==> config.mk <==
export PLATFORM = sky130hd
export DESIGN_NAME = regfile_wb_arbiter
export DESIGN_NICKNAME = d
export VERILOG_FILES = /design/src/rtl/regfile_wb_arbiter_pkg.sv /design/src/rtl/regfile_wb_arbiter_fifo.sv /design/src/rtl/regfile_wb_arbiter.sv
export SDC_FILE = /design/constraint.sdc
export NUM_CORES = 1
export LEC_CHECK = 0
export ABC_AREA = 1
export CORE_MARGIN = 2
export CORE_UTILIZATION = 55
export DETAILED_ROUTE_END_ITERATION = 12
export PLACE_DENSITY = 0.78
export SETUP_SLACK_MARGIN = 0.15
export SLEW_MARGIN = 20
export SYNTH_ARGS = -nofsm -noshare
export SYNTH_HDL_FRONTEND = slang
export SYNTH_SLANG_ARGS = --single-unit
==> constraint.sdc <==
create_clock -name clk -period 9.57 [get_ports clk]
set_input_delay 1.4355 -clock clk [delete_from_list [all_inputs] [get_ports clk]]
set_output_delay 1.4355 -clock clk [all_outputs]
set_load 0.02 [all_outputs]
==> src/rtl/regfile_wb_arbiter_pkg.sv <==
// ============================================================================
// Package : regfile_wb_pkg
// Shared widths and request types for the register-file writeback arbiter.
// Rev     : 1.0  initial release
// ============================================================================
`default_nettype none

package regfile_wb_pkg;

  localparam int XLEN  = 32;
  localparam int AW    = 5;
  localparam int DEPTH = 4;
  localparam int NREG  = 2 ** AW;
  localparam int PW    = $clog2(DEPTH);
  localparam int CW    = $clog2(DEPTH + 1);

  typedef struct packed {
    logic [AW-1:0]   rd;
    logic [XLEN-1:0] data;
  } wb_req_t;

  typedef logic [PW-1:0] wb_ptr_t;

endpackage

`default_nettype wire

==> src/rtl/regfile_wb_arbiter_fifo.sv <==
// ============================================================================
// Module : wb_fifo
// Two-push / one-pop writeback queue; entries exported oldest-first.
// Rev    : 1.0  initial release
// ============================================================================
`default_nettype none

module wb_fifo
  import regfile_wb_pkg::*;
(
  input  logic          clk,
  input  logic          rst,
  input  logic          i_push0,
  input  wb_req_t       i_req0,
  input  logic          i_push1,
  input  wb_req_t       i_req1,
  input  logic          i_pop,
  output logic [CW-1:0] o_count,
  output wb_req_t       o_entries [DEPTH]
);

  wb_req_t       r_mem [DEPTH];
  wb_ptr_t       r_wr_ptr;
  wb_ptr_t       r_rd_ptr;
  logic [CW-1:0] r_count;
  wb_ptr_t       w_wr_ptr1;
  logic          w_pop;

  assign w_pop     = i_pop && (r_count != '0);
  // Second push lands behind the first one, or at the tail if the first is absent.
  assign w_wr_ptr1 = r_wr_ptr + wb_ptr_t'(i_push0);

  always_ff @(posedge clk) begin
    if (i_push0) r_mem[r_wr_ptr] <= i_req0;
    if (i_push1) r_mem[w_wr_ptr1] <= i_req1;
  end

  always_ff @(posedge clk or negedge rst) begin
    if (!rst) begin
      r_wr_ptr <= '0;
      r_rd_ptr <= '0;
      r_count  <= '0;
    end else begin
      r_wr_ptr <= r_wr_ptr + wb_ptr_t'(i_push0) + wb_ptr_t'(i_push1);
      if (w_pop) r_rd_ptr <= r_rd_ptr + wb_ptr_t'(1);
      r_count  <= r_count + CW'(i_push0) + CW'(i_push1) - CW'(w_pop);
    end
  end

  always_comb begin
    for (int i = 0; i < DEPTH; i++) begin
      o_entries[i] = r_mem[r_rd_ptr + wb_ptr_t'(i)];
    end
  end

  assign o_count = r_count;

endmodule

`default_nettype wire

==> src/rtl/regfile_wb_arbiter.sv <==
// ============================================================================
// Module : regfile_wb_arbiter
// Queues ALU/load writebacks onto the single RF write port and tracks pending
// destination registers. Optional forwarding search: REGFILE_WB_FWD_EN.
// Rev    : 1.0  initial release
// ============================================================================
`default_nettype none

module regfile_wb_arbiter
  import regfile_wb_pkg::*;
(
  input  logic            clk,
  input  logic            rst,
  input  logic            i_alu_valid,
  output logic            o_alu_ready,
  input  logic [AW-1:0]   i_alu_rd,
  input  logic [XLEN-1:0] i_alu_data,
  input  logic            i_ld_valid,
  output logic            o_ld_ready,
  input  logic [AW-1:0]   i_ld_rd,
  input  logic [XLEN-1:0] i_ld_data,
`ifdef REGFILE_WB_FWD_EN
  input  logic [AW-1:0]   i_chk_addr1,
  input  logic [AW-1:0]   i_chk_addr2,
  output logic            o_fwd_hit1,
  output logic            o_fwd_hit2,
  output logic [XLEN-1:0] o_fwd_val1,
  output logic [XLEN-1:0] o_fwd_val2,
`endif
  output logic            o_rf_w,
  output logic [AW-1:0]   o_rf_write_addr,
  output logic [XLEN-1:0] o_rf_write_val,
  output logic [NREG-1:0] o_pend_mask
);

  logic [CW-1:0] w_count;
  logic [CW-1:0] w_free;
  wb_req_t       w_entries [DEPTH];
  wb_req_t       w_ld_req;
  wb_req_t       w_alu_req;
  logic          w_ld_push;
  logic          w_alu_push;
  logic          w_pop;

  // Free space ignores the same-cycle pop, so readiness never depends on the drain.
  assign w_free      = CW'(DEPTH) - w_count;
  assign o_ld_ready  = rst && (w_free != '0);
  assign o_alu_ready = rst && ((w_free >= CW'(2)) || ((w_free == CW'(1)) && !i_ld_valid));

  assign w_ld_push  = i_ld_valid && o_ld_ready && (i_ld_rd != '0);
  assign w_alu_push = i_alu_valid && o_alu_ready && (i_alu_rd != '0);
  assign w_ld_req   = '{rd: i_ld_rd, data: i_ld_data};
  assign w_alu_req  = '{rd: i_alu_rd, data: i_alu_data};
  assign w_pop      = (w_count != '0);

  wb_fifo u_fifo (
    .clk       (clk),
    .rst       (rst),
    .i_push0   (w_ld_push),
    .i_req0    (w_ld_req),
    .i_push1   (w_alu_push),
    .i_req1    (w_alu_req),
    .i_pop     (w_pop),
    .o_count   (w_count),
    .o_entries (w_entries)
  );

  assign o_rf_w          = w_pop;
  assign o_rf_write_addr = w_pop ? w_entries[0].rd   : '0;
  assign o_rf_write_val  = w_pop ? w_entries[0].data : '0;

  assign o_pend_mask[0] = 1'b0;

  for (genvar r = 1; r < NREG; r++) begin : g_pend
    logic [CW-1:0] r_cnt;
    logic [CW-1:0] w_inc;
    logic          w_dec;

    assign w_inc = CW'(w_ld_push && (i_ld_rd == AW'(r)))
                 + CW'(w_alu_push && (i_alu_rd == AW'(r)));
    assign w_dec = w_pop && (w_entries[0].rd == AW'(r));

    always_ff @(posedge clk or negedge rst) begin
      if (!rst) r_cnt <= '0;
      else      r_cnt <= r_cnt + w_inc - CW'(w_dec);
    end

    assign o_pend_mask[r] = (r_cnt != '0);
  end

`ifdef REGFILE_WB_FWD_EN
  assign o_fwd_hit1 = o_pend_mask[i_chk_addr1];
  assign o_fwd_hit2 = o_pend_mask[i_chk_addr2];

  // Scan oldest to youngest so the last match wins.
  always_comb begin
    o_fwd_val1 = '0;
    o_fwd_val2 = '0;
    for (int i = 0; i < DEPTH; i++) begin
      if ((CW'(i) < w_count) && (w_entries[i].rd == i_chk_addr1)) o_fwd_val1 = w_entries[i].data;
      if ((CW'(i) < w_count) && (w_entries[i].rd == i_chk_addr2)) o_fwd_val2 = w_entries[i].data;
    end
  end
`else
  logic w_unused_entries;
  always_comb begin
    w_unused_entries = 1'b0;
    for (int i = 1; i < DEPTH; i++) w_unused_entries = w_unused_entries ^ (^w_entries[i]);
  end
`endif

endmodule

`default_nettype wire

==> results of run 1 <==
synthesized netlist by cell type:
library cell / number / share of area (%)
o21ai_1: 1 / 0.035
or3_1: 8 / 0.35
inv_1: 160 / 4.2
nand3_1: 173 / 6.0
xnor2_1: 35 / 2.1
ha_1: 48 / 4.2
nand2_2: 1 / 0.043
fa_1: 61 / 8.4
nor3_1: 12 / 0.42
dfrtp_1: 100 / 17
nor2_4: 1 / 0.078
nor2_1: 238 / 6.2
xor2_1: 32 / 1.9
a21oi_1: 32 / 1.1
conb_1: 1 / 0.026
o21ai_0: 67 / 2.3
nand4_1: 1 / 0.043
buf_2: 45 / 1.6
xnor2_2: 1 / 0.11
inv_2: 4 / 0.10
clkinv_1: 1 / 0.026
nor2_2: 1 / 0.043
buf_4: 13 / 0.67
edfxtp_1: 148 / 31
clkbuf_1: 19 / 0.49
buf_1: 8 / 0.21
nand2_1: 437 / 11
buf_6: 1 / 0.078
cells by family (layout without fill, tap and decap cells):
family / Yosys count / in the layout
AND/OR/NAND/NOR: 872 / 872
XOR/XNOR: 68 / 68
adder cells (fa/ha/maj): 109 / 109
other: 1 / 2
buffers and inverters: 251 / 380
flip-flops: 248 / 248
AO/OA/AOI/OAI: 100 / 100
through the flow:
stage               hold WS, ns  worst slack, ns
finish                    0.469             4.19
CTS                       0.470             4.33
global placement          0.447             4.63
detailed placement        0.457             4.51
global route              0.481             3.87
floorplan                 0.442             4.35
per-layer routing:
layer	track usage, %	vias up	wire, um
met3	4.22	78	3170
met1	39.4	5481	16200
met5	0	-	0
met4	8.43	0	929
met2	43.6	524	17500
li1	-	5451	-
power breakdown:
| part | switching, W | internal [W] | total (W) | leakage [nW] |
|---|---|---|---|---|
| clock network | 0.000433 | 0.000577 | 0.00101 | 0.406 |
| logic | 0.00175 | 0.000990 | 0.00274 | 4.65 |
| registers | 0.000197 | 0.00158 | 0.00177 | 2.51 |
| total | 0.00238 | 0.00314 | 0.00553 | 7.56 |
path summary, 6_finish.rpt:
path                                     from             endpoint  slack [ns]  cells past startpoint
max                        u_fifo.r_rd_ptr[0]   o_rf_write_addr[2]        4.19                      7
min                        g_pend[7].r_cnt[2]   g_pend[7].r_cnt[2]        0.47                      1
max reg2reg                u_fifo.r_rd_ptr[0]  g_pend[19].r_cnt[2]        4.84                     13
min reg2reg                g_pend[7].r_cnt[2]   g_pend[7].r_cnt[2]        0.47                      1
max in group asynchronous                 rst  g_pend[18].r_cnt[1]        7.45                      2
min in group asynchronous                 rst  g_pend[28].r_cnt[1]        0.82                      1
worst max-delay path, stage by stage (launching register included):
cell,delay (ns)
dfrtp_2,0.34
buf_4,0.64
clkinv_2,1.00
nand2_1,0.32
nand3_1,0.11
nand2_1,0.22
nor2_1,0.13
clkdlybuf4s50_1,0.58
sequential cells by signal, indices dropped and copies added, names as in the netlist:
| register | flops |
|---|---|
| u_fifo.r_rd_ptr | 2 |
| u_fifo.r_wr_ptr | 2 |
| u_fifo.r_mem | 148 |
| g_pend.r_cnt | 93 |
| u_fifo.o_count | 3 |
cell type report:
type	instances	area (sq um)
diodes	1	2.50
clock inverters	13	119
clock buffers	35	746
well taps	335	419
flip-flops and latches	248	6950
repair buffers	167	1620
fillers	2050	8910
inverters	165	621
multi-input cells	1150	6520
==> run_results.csv, run 1 <==
group,metric,value,unit
floorplanning,die_h,166,um
global_routing,grt_max_degree,85,
place,place_area,16100,sq um
route,vias,11534,
global_routing,grt_pass1_vias,11581,
cts,cts_resized,0,
cts,clk_latency,0.54,ns
flow_run,max-cap-violations,0,
timing,timing.final.crit_share,56.3,%
floorplanning,start_util,55.8,%
cts,cts_max_level,1,
global_routing,antenna_found_initial,1,
logic_synthesis,muxShareOfSynthArea,0,%
logic_synthesis,synthAdderAreaFrac,12.6,%
place,io_buffers,148,
logic_synthesis,syn_nets,1836,
cts,cts_buffers,26,
timing,relSlewSlack,33.7,%
timing,tns,0,ns
logic_synthesis,yosys.area_share.simple,24.5,%
critical_path,worst_ep_arrival_time,3.95,ns
cts,ctsLongestPathBuffers,3,
critical_path,critPathRequiredTime,8.13,ns
cts,clockRootBuffer,"clkbuf_16",
cts,clk_pin_slew,0.06,ns
timing,max_freq,186,MHz
logic_synthesis,synth-compound-area-share,3.46,%
logic_synthesis,ys_ff_latch,248,
logic_synthesis,ys_seq_area_share,48.0,%
timing,period_needed,5.38,ns
critical_path,worstSetupStartpointType,"flip-flop",
logic_synthesis,synth.distinct_cells,28,
layout,final_util,65.6,%
timing,setup_violations,0,
floorplanning,core,25900,sq um
floorplanning,dieArea,27600,sq um
route,routed_wl,37800,um
place,placedCellCount,2065,
critical_path,end_kind,"primary output",
logic_synthesis,synth_cells,1649,
place,gp_congestion,0.904,
logic_synthesis,yosys_warnings,0,
place,dpl.hpwl,24300,um
layout,fin_cells,2114,
timing,rsz0062_at_grt,"no",
layout,layout_common_cells,"437 x nand2_1, 234 x nor2_1, 173 x nand3_1",
critical_path,crit_type,"reg -> out",
layout,final_common_cell,"nand2_1",
critical_path,worst-path-max-fanout,77,
power_and_ir_drop,powerDensity,325,nW/um^2
cts,cts_hold_buf,0,
layout,syn_to_final_growth,17.5,%
outcome,status,"finished, final reports clean",
layout,fin_nets,1945,
logic_synthesis,synth_top_family_by_area,"simple AND/OR/NAND/NOR gates",
floorplanning,io_pins,150,
global_routing,grt.overflow.total,0,
timing,worst_pin_slew,0.995,ns
timing,skew,0.0205,ns
cts,cts.sinks,248,
cts,cts_tree,"built",
global_routing,grt_pass1_wl,60700,um
layout,final_layout_size_suffix_gt1_share,4.50,%
logic_synthesis,netlist_area,14500,sq um
floorplanning,row_count,59,
logic_synthesis,syn_avg_cell_area,8.78,sq um
power_and_ir_drop,total_power,0.00553,W
route,via_per_inst,5.46,
layout,design_area,17000,sq um
route,remaining_drc_errors,0,
route,dr.first_iter.drc_count,1244,
route,routedWlPerCell,17.9,um
route,drtPass1Iterations,5,
route,postRouteAntennaNets,0,
timing,slew_viol_final,0,
worst_hold_path,worstHoldPathType,"reg -> reg",
logic_synthesis,synthXorXnorAreaFrac,4.17,%
power_and_ir_drop,peakVddDrop,0.274,mV
cts,cts_setup_buffers,0,
power_and_ir_drop,p_leak,7.56,nW
floorplanning,chipWidth,166,um
timing,hold_viol_final,0,
global_routing,grtUsageTotal,27.5,%
Power figures use the tool's default switching activity.
==> run 2, diff against run 1 <==
--- a/config.mk
+++ b/config.mk
@@ -7,9 +7,9 @@
 export LEC_CHECK = 0
 export ABC_AREA = 1
 export CORE_MARGIN = 2
-export CORE_UTILIZATION = 55
+export CORE_UTILIZATION = 52
 export DETAILED_ROUTE_END_ITERATION = 12
-export PLACE_DENSITY = 0.78
+export PLACE_DENSITY = 0.77
 export SETUP_SLACK_MARGIN = 0.15
 export SLEW_MARGIN = 20
 export SYNTH_ARGS = -nofsm -noshare
==> constraint.sdc (replaced) <==
create_clock -name clk -period 4.6 [get_ports clk]
set_input_delay 0.69 -clock clk [delete_from_list [all_inputs] [get_ports clk]]
set_output_delay 0.69 -clock clk [all_outputs]
set_load 0.02 [all_outputs]
==> run_results.csv, run 2 (synthesis results as in run 1) <==
group,metric,value,unit
global_routing,grtUsageTotal,27.2,%
place,dpl.hpwl,25500,um
cts,clk_pin_slew,0.07,ns
global_routing,grt_pass1_vias,11608,
floorplanning,dieArea,29200,sq um
timing,hold_slack,0.156,ns
critical_path,end_kind,"primary output",
layout,top_register,"u_fifo.r_mem",
global_routing,grt_pass1_wl,61600,um
layout,largest_reg_flops,148,
critical_path,cp_num_buf_inv,3,
critical_path,worst-path-max-fanout,52,
floorplanning,chipWidth,171,um
place,io_buffers,148,
cts,clk_latency,0.54,ns
timing,period_needed,3.95,ns
route,routed_wl,39100,um
power_and_ir_drop,powerDensity,678,nW/um^2
outcome,status,"finished, final reports clean",
global_routing,antenna_found_initial,1,
power_and_ir_drop,peakVddDrop,0.432,mV
global_routing,grt_max_degree,106,
route,dr.first_iter.drc_count,1159,
floorplanning,die_h,171,um
cts,cts_buffers,26,
layout,final_common_cell,"nand2_1",
layout,fillers,2246,
critical_path,crit_family,"buffers and inverters",
cts,cts_max_level,1,
cts,cts_setup_buffers,0,
cts,cts_tree,"built",
critical_path,worstSetupStartpointType,"flip-flop",
power_and_ir_drop,p_leak,7.65,nW
timing,tns,0,ns
timing,worst_pin_slew,1.08,ns
timing,rsz0062_at_grt,"no",
layout,fin_nets,1957,
critical_path,worstPathCellList,"inv_2 > buf_4 > o21ai_0 > a21oi_1 > clkdlybuf4s50_1",
route,via_per_inst,5.44,
timing,timing.final.crit_share,85.8,%
timing,max_freq,253,MHz
place,gp_congestion,0.987,
flow_run,max-cap-violations,0,
timing,slew_viol_final,0,
layout,layout_common_cells,"437 x nand2_1, 234 x nor2_1, 173 x nand3_1",
floorplanning,core,27600,sq um
route,routedWlPerCell,18.0,um
cts,ctsLongestPathBuffers,3,
floorplanning,start_util,52.5,%
route,postRouteAntennaNets,0,
cts,cts.sinks,248,
cts,clockRootBuffer,"clkbuf_16",
floorplanning,io_pins,150,
global_routing,grt.overflow.total,0,
critical_path,crit_type,"reg -> out",
critical_path,slowest_delay,0.66,ns
critical_path,cpMaxStageDelayCell,"clkdlybuf4s50_1",
layout,syn_to_final_growth,18.9,%
timing,setup_violations,0,
route,vias,11792,
timing,hold_viol_final,0,
critical_path,worst_ep_arrival_time,3.26,ns
layout,final_layout_size_suffix_gt1_share,4.75,%
floorplanning,row_count,61,
route,remaining_drc_errors,0,
cts,cts_resized,0,
route,drtPass1Iterations,7,
critical_path,critPathRequiredTime,3.91,ns
timing,relSlewSlack,28.0,%
timing,skew,0.0121,ns
cts,cts_hold_buf,0,
worst_hold_path,worstHoldPathType,"in -> async",
run 2: cell count changes in the layout (fill, tap and decap cells not counted), sizes merged:
cell / previous run / this run
inv: 163 / 164
bufinv: 1 / 3
buf: 20 / 32
clkinvlp: 6 / 0
clkinv: 8 / 9
clkbuf: 35 / 37
run 2: through the flow:
stage	util, %	instance area, sq um	instances	worst slack, ns	power (W)
after global placement	59.0	16300	2117	0.639	0.00923
after floorplan	-	14500	1649	0.126	0.00737
after CTS	62.2	17100	2166	0.661	0.0117
after detailed placement	59.1	16300	2118	0.544	0.00950
final	62.4	17200	2169	0.652	0.0117
after global routing	62.4	17200	2169	0.472	0.0124
run 2: path summary, 6_finish.rpt:
check | from | end | slack [ns] | cells after the start
hold reg to reg | g_pend[22].r_cnt[2] | g_pend[22].r_cnt[2] | 0.47 | 1
setup reg to reg | u_fifo.o_count[0] | g_pend[10].r_cnt[2] | 0.78 | 15
max in group asynchronous | rst | g_pend[20].r_cnt[1] | 3.46 | 4
min in group clk | g_pend[22].r_cnt[2] | g_pend[22].r_cnt[2] | 0.47 | 1
setup / recovery | u_fifo.r_rd_ptr[0] | o_rf_write_val[0] | 0.65 | 5
hold / removal | rst | g_pend[8].r_cnt[0] | 0.16 | 2
run 2: worst reg2reg max path, delay by kind of cell (launching register included):
| kind | cells | cell delay, ns |
|---|---|---|
| simple gates | 4 | 0.74 |
| xor+xnor | 2 | 0.34 |
| flops | 1 | 0.42 |
| fa+ha+maj | 5 | 1.55 |
| buf+inv | 4 | 0.72 |
run 2: final cells by class:
| cell class | count | area (sq um) | share of cell area, % |
|---|---|---|---|
| antenna | 1 | 2.50 | 0.0145 |
| clock inverter | 11 | 139 | 0.807 |
| inverter | 165 | 619 | 3.60 |
| sequential | 248 | 6950 | 40.4 |
| clock buffer | 37 | 722 | 4.20 |
| multi-input combinational | 1150 | 6530 | 37.9 |
| timing repair buffer | 179 | 1770 | 10.3 |
| tap | 378 | 473 | 2.75 |
run 2: metal layers:
layer / vias up / global-route usage, % / part of all wire, %
li1: 5472 / - / -
met1: 5615 / 38.5 / 41
met2: 630 / 43.8 / 47
met3: 75 / 3.82 / 9.1
met4: 0 / 8.55 / 2.7
met5: - / 0 / 0
run 2: where the power goes:
part	switching (W)	leakage [nW]	internal (W)
Sequential	0.000462	2.51	0.00328
Combinational	0.00366	4.73	0.00213
Clock	0.000877	0.417	0.00126
